--- src/rtl/lcd_refresh_ctrl.sv ---
// lcd_refresh_ctrl
// ----------------
// Drives a 16x2 HD44780-compatible character LCD in 8-bit write-only mode.
// After reset it waits out the panel power-up time, sends the initialisation
// command list, and then refreshes both rows continuously from shadow copies
// of the game engine's line buffers, with an idle gap between frames.
//
// Ports:
//   clk_in         in   1   system clock
//   rst_in         in   1   synchronous active-high reset
//   line1_in       in 128   top row, [127:120] = column 0 ... [7:0] = column 15
//   line2_in       in 128   bottom row, same byte order
//   freeze_in      in   1   when high at the end of the frame gap, hold off the next frame
//   lcd_rs_out     out  1   0 = command, 1 = data
//   lcd_rw_out     out  1   always 0 (write only)
//   lcd_e_out      out  1   enable strobe
//   lcd_db_out     out  8   data bus
//   init_done_out  out  1   high once the clear-display gap has elapsed
//   frame_done_out out  1   one-cycle pulse after the last byte of each frame
module lcd_refresh_ctrl #(
  parameter int E_HIGH    = 12,
  parameter int CMD_GAP   = 2500,
  parameter int CLEAR_GAP = 100000,
  parameter int PWR_WAIT  = 1000000,
  parameter int FRAME_GAP = 50000
) (
  input  logic         clk_in,
  input  logic         rst_in,
  input  logic [127:0] line1_in,
  input  logic [127:0] line2_in,
  input  logic         freeze_in,
  output logic         lcd_rs_out,
  output logic         lcd_rw_out,
  output logic         lcd_e_out,
  output logic [7:0]   lcd_db_out,
  output logic         init_done_out,
  output logic         frame_done_out
);

  // The shared counter is loaded with N-1 and a phase ends in the cycle it reads zero.
  localparam logic [23:0] E_HIGH_M1    = 24'(E_HIGH - 1);
  localparam logic [23:0] CMD_GAP_M1   = 24'(CMD_GAP - 1);
  localparam logic [23:0] CLEAR_GAP_M1 = 24'(CLEAR_GAP - 1);
  localparam logic [23:0] PWR_WAIT_M1  = 24'(PWR_WAIT - 1);
  localparam logic [23:0] FRAME_GAP_M1 = 24'(FRAME_GAP - 1);

  typedef enum logic [2:0] {
    ST_PWR   = 3'd0,
    ST_INIT  = 3'd1,
    ST_SNAP  = 3'd2,
    ST_ADDR1 = 3'd3,
    ST_DATA1 = 3'd4,
    ST_ADDR2 = 3'd5,
    ST_DATA2 = 3'd6,
    ST_GAP   = 3'd7
  } top_state_t;

  typedef enum logic [1:0] {
    BW_IDLE  = 2'd0,
    BW_SETUP = 2'd1,
    BW_EHI   = 2'd2,
    BW_HOLD  = 2'd3
  } bw_state_t;

  top_state_t    state_r, state_s;
  bw_state_t     bw_r, bw_s;
  logic [23:0]   cnt_r, cnt_s;
  logic [2:0]    idx_r, idx_s;
  logic [3:0]    col_r, col_s;
  logic          rs_r, rs_s;
  logic [7:0]    db_r, db_s;
  logic          e_r, e_s;
  logic          init_done_r, init_done_s;
  logic          frame_done_r, frame_done_s;
  logic [127:0]  shadow1_r, shadow2_r;
  logic          snap_s;
  logic          start_s;
  logic          start_rs_s;
  logic [7:0]    start_db_s;
  logic          byte_done_s;
  logic          is_clear_s;

  // Initialisation command list: 8-bit/2-line x3, display on, entry mode, clear.
  function automatic logic [7:0] init_cmd(input logic [2:0] idx);
    case (idx)
      3'd0:    return 8'h38;
      3'd1:    return 8'h38;
      3'd2:    return 8'h38;
      3'd3:    return 8'h0C;
      3'd4:    return 8'h06;
      3'd5:    return 8'h01;
      default: return 8'h00;
    endcase
  endfunction

  // Column 0 lives in the top byte of the row vector.
  function automatic logic [7:0] col_byte(input logic [127:0] line, input logic [3:0] col);
    logic [6:0] base;
    base = {4'd15 - col, 3'b000};
    return line[base +: 8];
  endfunction

  assign byte_done_s = (bw_r == BW_HOLD) && (cnt_r == 24'd0);
  // Only the clear command needs the long settle time; a data byte of 0x01 does not.
  assign is_clear_s  = (rs_r == 1'b0) && (db_r == 8'h01);

  // Next-state logic for the byte writer and the top-level sequencer.
  always_comb begin
    state_s      = state_r;
    bw_s         = bw_r;
    cnt_s        = cnt_r;
    idx_s        = idx_r;
    col_s        = col_r;
    rs_s         = rs_r;
    db_s         = db_r;
    e_s          = 1'b0;
    init_done_s  = init_done_r;
    frame_done_s = 1'b0;
    snap_s       = 1'b0;
    start_s      = 1'b0;
    start_rs_s   = 1'b0;
    start_db_s   = 8'h00;

    case (bw_r)
      BW_IDLE: begin
        bw_s = BW_IDLE;
      end
      BW_SETUP: begin
        bw_s  = BW_EHI;
        cnt_s = E_HIGH_M1;
      end
      BW_EHI: begin
        if (cnt_r == 24'd0) begin
          bw_s = BW_HOLD;
          if (is_clear_s) begin
            cnt_s = CLEAR_GAP_M1;
          end else begin
            cnt_s = CMD_GAP_M1;
          end
        end else begin
          cnt_s = cnt_r - 24'd1;
        end
      end
      BW_HOLD: begin
        if (cnt_r == 24'd0) begin
          bw_s = BW_IDLE;
        end else begin
          cnt_s = cnt_r - 24'd1;
        end
      end
      default: begin
        bw_s = BW_IDLE;
      end
    endcase

    // A new byte always starts in the cycle right after the previous HOLD,
    // so consecutive bytes are back to back.
    case (state_r)
      ST_PWR: begin
        if (cnt_r == 24'd0) begin
          state_s    = ST_INIT;
          idx_s      = 3'd0;
          start_s    = 1'b1;
          start_rs_s = 1'b0;
          start_db_s = init_cmd(3'd0);
        end else begin
          cnt_s = cnt_r - 24'd1;
        end
      end
      ST_INIT: begin
        if (byte_done_s) begin
          if (idx_r == 3'd5) begin
            state_s     = ST_SNAP;
            init_done_s = 1'b1;
          end else begin
            idx_s      = idx_r + 3'd1;
            start_s    = 1'b1;
            start_rs_s = 1'b0;
            start_db_s = init_cmd(idx_r + 3'd1);
          end
        end else begin
          state_s = ST_INIT;
        end
      end
      ST_SNAP: begin
        snap_s     = 1'b1;
        state_s    = ST_ADDR1;
        start_s    = 1'b1;
        start_rs_s = 1'b0;
        start_db_s = 8'h80;
      end
      ST_ADDR1: begin
        if (byte_done_s) begin
          state_s    = ST_DATA1;
          col_s      = 4'd0;
          start_s    = 1'b1;
          start_rs_s = 1'b1;
          start_db_s = col_byte(shadow1_r, 4'd0);
        end else begin
          state_s = ST_ADDR1;
        end
      end
      ST_DATA1: begin
        if (byte_done_s) begin
          if (col_r == 4'd15) begin
            state_s    = ST_ADDR2;
            col_s      = 4'd0;
            start_s    = 1'b1;
            start_rs_s = 1'b0;
            start_db_s = 8'hC0;
          end else begin
            col_s      = col_r + 4'd1;
            start_s    = 1'b1;
            start_rs_s = 1'b1;
            start_db_s = col_byte(shadow1_r, col_r + 4'd1);
          end
        end else begin
          state_s = ST_DATA1;
        end
      end
      ST_ADDR2: begin
        if (byte_done_s) begin
          state_s    = ST_DATA2;
          col_s      = 4'd0;
          start_s    = 1'b1;
          start_rs_s = 1'b1;
          start_db_s = col_byte(shadow2_r, 4'd0);
        end else begin
          state_s = ST_ADDR2;
        end
      end
      ST_DATA2: begin
        if (byte_done_s) begin
          if (col_r == 4'd15) begin
            state_s      = ST_GAP;
            col_s        = 4'd0;
            cnt_s        = FRAME_GAP_M1;
            frame_done_s = 1'b1;
          end else begin
            col_s      = col_r + 4'd1;
            start_s    = 1'b1;
            start_rs_s = 1'b1;
            start_db_s = col_byte(shadow2_r, col_r + 4'd1);
          end
        end else begin
          state_s = ST_DATA2;
        end
      end
      ST_GAP: begin
        // freeze_in only matters once the gap has fully elapsed.
        if (cnt_r == 24'd0) begin
          if (freeze_in) begin
            state_s = ST_GAP;
          end else begin
            state_s = ST_SNAP;
          end
        end else begin
          cnt_s = cnt_r - 24'd1;
        end
      end
      default: begin
        state_s = ST_PWR;
        cnt_s   = PWR_WAIT_M1;
      end
    endcase

    // rs/db are only ever updated on entry to SETUP, so they are stable
    // through the strobe and the hold time.
    if (start_s) begin
      bw_s = BW_SETUP;
      rs_s = start_rs_s;
      db_s = start_db_s;
    end else begin
      rs_s = rs_r;
      db_s = db_r;
    end

    e_s = (bw_s == BW_EHI);
  end

  // State, counter, registered LCD outputs and row shadows.
  always_ff @(posedge clk_in) begin
    if (rst_in) begin
      state_r      <= ST_PWR;
      bw_r         <= BW_IDLE;
      cnt_r        <= PWR_WAIT_M1;
      idx_r        <= 3'd0;
      col_r        <= 4'd0;
      rs_r         <= 1'b0;
      db_r         <= 8'h00;
      e_r          <= 1'b0;
      init_done_r  <= 1'b0;
      frame_done_r <= 1'b0;
      shadow1_r    <= {16{8'h20}};
      shadow2_r    <= {16{8'h20}};
    end else begin
      state_r      <= state_s;
      bw_r         <= bw_s;
      cnt_r        <= cnt_s;
      idx_r        <= idx_s;
      col_r        <= col_s;
      rs_r         <= rs_s;
      db_r         <= db_s;
      e_r          <= e_s;
      init_done_r  <= init_done_s;
      frame_done_r <= frame_done_s;
      if (snap_s) begin
        shadow1_r <= line1_in;
        shadow2_r <= line2_in;
      end else begin
        shadow1_r <= shadow1_r;
        shadow2_r <= shadow2_r;
      end
    end
  end

  assign lcd_rs_out     = rs_r;
  assign lcd_rw_out     = 1'b0;
  assign lcd_e_out      = e_r;
  assign lcd_db_out     = db_r;
  assign init_done_out  = init_done_r;
  assign frame_done_out = frame_done_r;

endmodule

--- config.mk ---
export PLATFORM = sky130hd
export DESIGN_NAME = lcd_refresh_ctrl
export DESIGN_NICKNAME = d
export VERILOG_FILES = /design/src/rtl/lcd_refresh_ctrl.sv
export SDC_FILE = /design/constraint.sdc
export NUM_CORES = 1
export LEC_CHECK = 0
export CORE_UTILIZATION = 25
export DETAILED_ROUTE_END_ITERATION = 6
export DONT_BUFFER_PORTS = 1
export HOLD_SLACK_MARGIN = 0.08
export SYNTH_ARGS = -nofsm -noshare
export SYNTH_HDL_FRONTEND = slang
export SYNTH_SLANG_ARGS = --single-unit
--- constraint.sdc ---
create_clock -name clk_in -period 5.44 [get_ports clk_in]
set_input_delay 1.632 -clock clk_in [delete_from_list [all_inputs] [get_ports clk_in]]
set_output_delay 1.632 -clock clk_in [all_outputs]
set_load 0.005 [all_outputs]
==> qor.txt, run 1 <==
CP startpoint kind: register
Async SR Flop Fraction: 0%
ANT nets after route: 0
DR vias: 12460
top cell type's share of synthesized area: 42.79%
# hold bufs at CTS: 0
Post-synth EDFFs: 0
RSZ-0062 raised after global routing: no
Most used DFF post-synth: dfxtp_1
average cell area after synthesis: 8.342 µm²
R2R cell count: 5
DR WL/cell: 21.11 µm
flip-flop and latch area: 6090 µm²
Syn Nets: 1974
post-CTS resize count: 0
H-tree depth: 2
run status: finished clean
TritonCTS Buffers: 36
pwr dens: 298.9 nW/µm²
max-cap violations: 0
FF-to-FF End: lcd_db_out[7]
clock sink total: 304
crit path time final: 3.421 ns
Reg clk slew, reported paths: 0.06 ns
P_leak: 0.004948 µW
maximum vdd drop: 0.1757 mV
worst hold slack: 0.4513 ns
Post-Synthesis Cells: 1705
final worst-path cycle share: 62.89%
Hold WC Path Type: register to register
Fmax: 292.3 MHz
M1 wire length: 20.43 mm
most frequent cells in the layout: nand2_1 (548), dfxtp_1 (303), a21oi_1 (257)
# DRC: 0
CTS tree: done
clk_lat worst skew: 0.56 ns
reg2reg start: col_r[0]
WL met3: 4.976 mm
detailed placer's ending HPWL: 37.16 mm
Routed met2 length: 23.22 mm
global placement routability congestion: 0.9271
TNS Setup: 0 ns
io pins: 272
most common cell after layout, fill and taps aside: nand2_1
Starting Density: 25.27%
# setup viols final: 0
row count: 87
PortBufs: 0
largest area contributor in the netlist: dfxtp_1
total grt overflow: 0
Initial DRC Count: 1206
antenna violations before repair: 7
Die Ht: 240.5 µm
GRT Total Usage: 17.17%
synth warn: 0
first-pass GRT wire length: 75.17 mm
postcts setup bufs: 0
number of vias per cell: 5.197
Nets: 1884
CP endpoint: lcd_db_out[7]
WL final: 50.62 mm
share of cells above drive strength 1: 9.634%
count of pins over their slew limit: 0
die area: 57850 µm²
register area share after synthesis: 42.79%
DRT Pass-1 Iters: 6
Slew @ Worst Pin: 1.262 ns
Layout area overhead: 12.25%
Worst EP required: 5.86 ns
post-synth cell types: 71
Clock Tree Buf Depth: 3
Hold Vio Cnt, Final: 0
top cells by area, synth: dfxtp_1 (43%), nand2_1 (14%), mux4_2 (11%)
worst clock skew: 0.02717 ns
area of the multi-input gates: 7614 µm²
max layer used: met5
Root Driver: clkbuf_16
Worst Path Arrival: 3.84 ns
largest net degree at the start of global routing: 298
CP max FO: 58
Synth Cell Area: 14220 µm²
filler instances: 6047
Die X: 240.5 µm
crit end category: register
Worst R2R Setup Slack: 2.02 ns
Core Footprint: 56280 µm²
synthesized flop and latch total: 304
vias in the first global route: 11800
Slew Limit Headroom: 15.32%
CP Launch Point: col_r[0]
Crit Path Class: register to register
## Yosys cell counts, drive strengths merged (7+ instances only)
cell    instances
buf            26
or3             8
o21ai          30
nand3b         36
nand2         548
clkbuf        112
o22ai           7
a21oi         257
a31oi           7
nor3           22
nor2b          17
or4            10
and3            7
inv             8
nor4           16
nor2           50
a211oi         19
nand3          19
o31ai           8
dfxtp         304
a22o            8
mux4           70
nand2b          7
mux2i          16
ha             10
## final cells by class
type | count | share of cell area, %
diodes | 2 | 0.03135
clock buffers | 48 | 6.050
clock inverters | 15 | 1.270
inverters | 8 | 0.1881
multi-input cells | 1255 | 47.69
flip-flops and latches | 304 | 38.14
well taps | 756 | 5.925
repair buffers | 10 | 0.7053
## kinds of logic (layout without fill, tap and decap cells)
family	after synthesis	in the layout	share of synthesized area [%]
AOI/OAI and AO/OA	383	383	15.55
xor gates and xnor gates	11	11	0.6774
adders and majority gates	10	10	0.8797
buffers and inverters	146	81	4.056
DFF	304	304	42.79
muxes	87	87	12.29
other	1	3	0.02637
and+or+nand+nor	763	763	23.74
## registers in the layout, indices dropped and copies added (netlist names), 2 cells and up
| register | flops |
|---|---|
| bw_r | 2 |
| cnt_r | 24 |
| col_r | 4 |
| idx_r | 3 |
| lcd_db_out | 8 |
| shadow1_r | 128 |
| shadow2_r | 128 |
| state_r | 3 |
## how the worst min path moves through the flow
stage / slack, ns / start / endpoint / cells after the start
finish: 0.45 / shadow1_r[1] / shadow1_r[1] / 2
global route: 0.46 / shadow1_r[74] / shadow1_r[74] / 2
CTS: 0.45 / shadow1_r[1] / shadow1_r[1] / 2
detailed placement: 0.44 / shadow1_r[1] / shadow1_r[1] / 2
global placement: 0.44 / shadow1_r[35] / shadow1_r[35] / 2
floorplan: 0.43 / shadow1_r[22] / shadow1_r[22] / 2
## where the power goes
group | internal (µW) | switching, µW | total, µW | leakage, µW
Clock | 1450 | 992 | 2440 | 0.000572
Sequential | 2240 | 16.6 | 2250 | 0.00245
Combinational | 34.5 | 45.9 | 80.4 | 0.00192
Total | 3720 | 1050 | 4770 | 0.00495
## through the flow
stage                     utilization, %  total power [µW]  setup WS (ns)  instance area, µm²  instances
final                              28.37              4772          2.019               15970       2398
after global routing               28.36              4920          1.846               15960       2397
after CTS                          28.36              4814          1.956               15960       2396
after detailed placement           26.28              2378          1.967               14790       2333
after global placement             26.28              2376          2.005               14790       2333
after floorplan                        -              2385          2.752               14220       1705
## worst max-delay path, cell delays in order (launching register included)
cell and delay [ns]:
dfxtp_4 0.80, ha_4 0.84, mux4_2 0.59, mux4_2 0.47, a2111oi_0 0.43, a21oi_1 0.12
## layer usage
layer	vias to the layer above	GRT usage [%]
li1	5768	-
met1	6090	21.67
met2	485	26.76
met3	109	5.741
met4	10	6.948
met5	-	0
(Power assumes the default switching activity.)
==> run 2, diff against run 1 <==
- clock period: 5.44 -> 2.97 ns (I/O delays scaled with it)
==> qor.txt, run 2 (same netlist as run 1, synthesis figures left out) <==
run status: finished clean (unchanged)
io pins: 272 (unchanged)
CP startpoint kind: register (unchanged)
Worst EP required: 3.43 ns (was 5.86 ns)
Fmax: 354.3 MHz (was 292.3 MHz)
Post-Layout Cell Count: 2437 (was 2398)
Clock Tree Buf Depth: 3 (unchanged)
max-cap violations: 0 (unchanged)
grt met2 use: 26.57% (was 26.76%)
share of cells above drive strength 1: 11.96% (was 9.634%)
placed cells: 2369 (was 2333)
Crit Path Class: register to register (unchanged)
Slew @ Worst Pin: 1.201 ns (was 1.262 ns)
Root Driver: clkbuf_16 (unchanged)
crit path time final: 2.822 ns (was 3.421 ns)
detailed placer's ending HPWL: 34.74 mm (was 37.16 mm)
CP max FO: 6 (was 58)
GRT Total Usage: 16.06% (was 17.17%)
first-pass GRT wire length: 70.68 mm (was 75.17 mm)
TNS Setup: 0 ns (unchanged)
Core Footprint: 56280 µm² (unchanged)
ANT nets after route: 0 (unchanged)
antenna violations before repair: 1 (was 7)
Nets: 1921 (was 1884)
maximum vdd drop: 0.3671 mV (was 0.1757 mV)
Die X: 240.5 µm (unchanged)
die area: 57850 µm² (unchanged)
Starting Density: 25.27% (unchanged)
PortBufs: 0 (unchanged)
DR WL/cell: 19.41 µm (was 21.11 µm)
CP max stage delay: 0.54 ns (was 0.84 ns)
GRT Max-Usage Layer: met2 (unchanged)
Die Ht: 240.5 µm (unchanged)
H-tree depth: 2 (unchanged)
DR vias: 12170 (was 12460)
Hold Vio Cnt, Final: 0 (unchanged)
clock sink total: 304 (unchanged)
clk_lat worst skew: 0.56 ns (about the same)
vias in the first global route: 11460 (was 11800)
post-CTS resize count: 0 (unchanged)
worst clock skew: 0.03657 ns (was 0.02717 ns)
# DRC: 0 (unchanged)
Regs by FF count: shadow1_r x128, shadow2_r x128, cnt_r x24 (unchanged)
CP max-delay cell: or4b_1 (was ha_4)
most frequent cells in the layout: nand2_1 (548), dfxtp_1 (303), a21oi_1 (257) (unchanged)
global placement routability congestion: 0.9094 (was 0.9271)
total grt overflow: 0 (unchanged)
Critical Path, Cell by Cell: inv_1 -> ha_1 -> or4b_1 -> or4_4 -> nor4_4 -> nor2_2 -> o211a_1 -> a211o_1 (was ha_4 -> mux4_2 -> mux4_2 -> a2111oi_0 -> a21oi_1)
CTS tree: done (unchanged)
met1 GRT Util: 20.85% (was 21.67%)
WL final: 47.29 mm (was 50.62 mm)
final worst-path cycle share: 95.03% (was 62.89%)
met3 Usage GRT: 4.007% (was 5.741%)
# hold bufs at CTS: 0 (unchanged)
Initial DRC Count: 1037 (was 1206)
# setup viols final: 0 (unchanged)
Hold WC Path Type: input port to register (was register to register)
Slew Limit Headroom: 19.66% (was 15.32%)
RSZ-0062 raised after global routing: no (unchanged)
Layout area overhead: 15.53% (was 12.25%)
count of pins over their slew limit: 0 (unchanged)
Worst Path Arrival: 3.28 ns (was 3.84 ns)
Tot Pwr: 9118 µW (was 4772 µW)
pwr dens: 554.9 nW/µm² (was 298.9 nW/µm²)
DRT Pass-1 Iters: 7 (was 6)
crit end category: register (unchanged)
TritonCTS Buffers: 37 (was 36)
most common cell after layout, fill and taps aside: nand2_1 (unchanged)
row count: 87 (unchanged)
Place WS: 0.1619 ns (was 1.967 ns)
Worst Slack Setup Final: 0.1476 ns (was 2.019 ns)
number of vias per cell: 4.995 (was 5.197)
largest net degree at the start of global routing: 298 (unchanged)
Reg clk slew, reported paths: 0.06 ns (about the same)
P_leak: 0.005203 µW (was 0.004948 µW)
postcts setup bufs: 0 (unchanged)
run 2: cell count changes in the layout (fill, tap and decap cells not counted), sizes merged:
cell      before  now
buf           10   46
bufinv         4    6
clkbuf        48   47
clkinv         8    7
clkinvlp       1    3
diode          2    1
inv           10   12
run 2: final cells by class:
cell class / count / area [µm²]
fill: 6001 / 39850
tap: 756 / 945.9
clock inverter: 20 / 299.0
timing repair buffer: 46 / 445.4
multi-input combinational: 1255 / 7614
clock buffer: 47 / 1005
sequential: 304 / 6090
antenna: 1 / 2.502
inverter: 8 / 30.03
run 2: worst paths after layout:
check	from	slack, ns	to	cells after the start
max	cnt_r[0]	0.15	cnt_r[19]	8
min	rst_in	0.44	cnt_r[22]	1
max reg2reg	cnt_r[0]	0.15	cnt_r[19]	8
min reg2reg	shadow1_r[22]	0.45	shadow1_r[22]	2
run 2: through the flow:
stage                     hold WS (ns)  util [%]  cell area [µm²]
after floorplan                 0.4318         -            14220
after detailed placement        0.4447     26.87            15120
final                           0.4395     29.20            16430
after CTS                       0.4176     29.19            16430
after global placement          0.4404     26.87            15120
after global routing            0.3973     29.19            16430
run 2: per-layer routing:
layer | share of wire (%) | routed length [µm] | up-vias
li1 | - | - | 5833
met1 | 42 | 19960 | 5910
met4 | 1.9 | 906 | 0
met2 | 48 | 22830 | 374
met3 | 7.6 | 3595 | 55
met5 | 0 | 0 | -
run 2: power breakdown:
part / internal (µW) / total, µW / switching, µW
clock network: 2950 / 4830 / 1880
registers: 4090 / 4120 / 27.1
logic: 73.0 / 167 / 93.7
run 2: worst max-delay path, delay by kind of cell (launching register included):
kind	cells	cell delay, ns
and+or+nand+nor	4	1.72
AOI/OAI and AO/OA	2	0.39
DFF	1	0.36
adders and majority gates	1	0.15
buffers and inverters	1	0.12
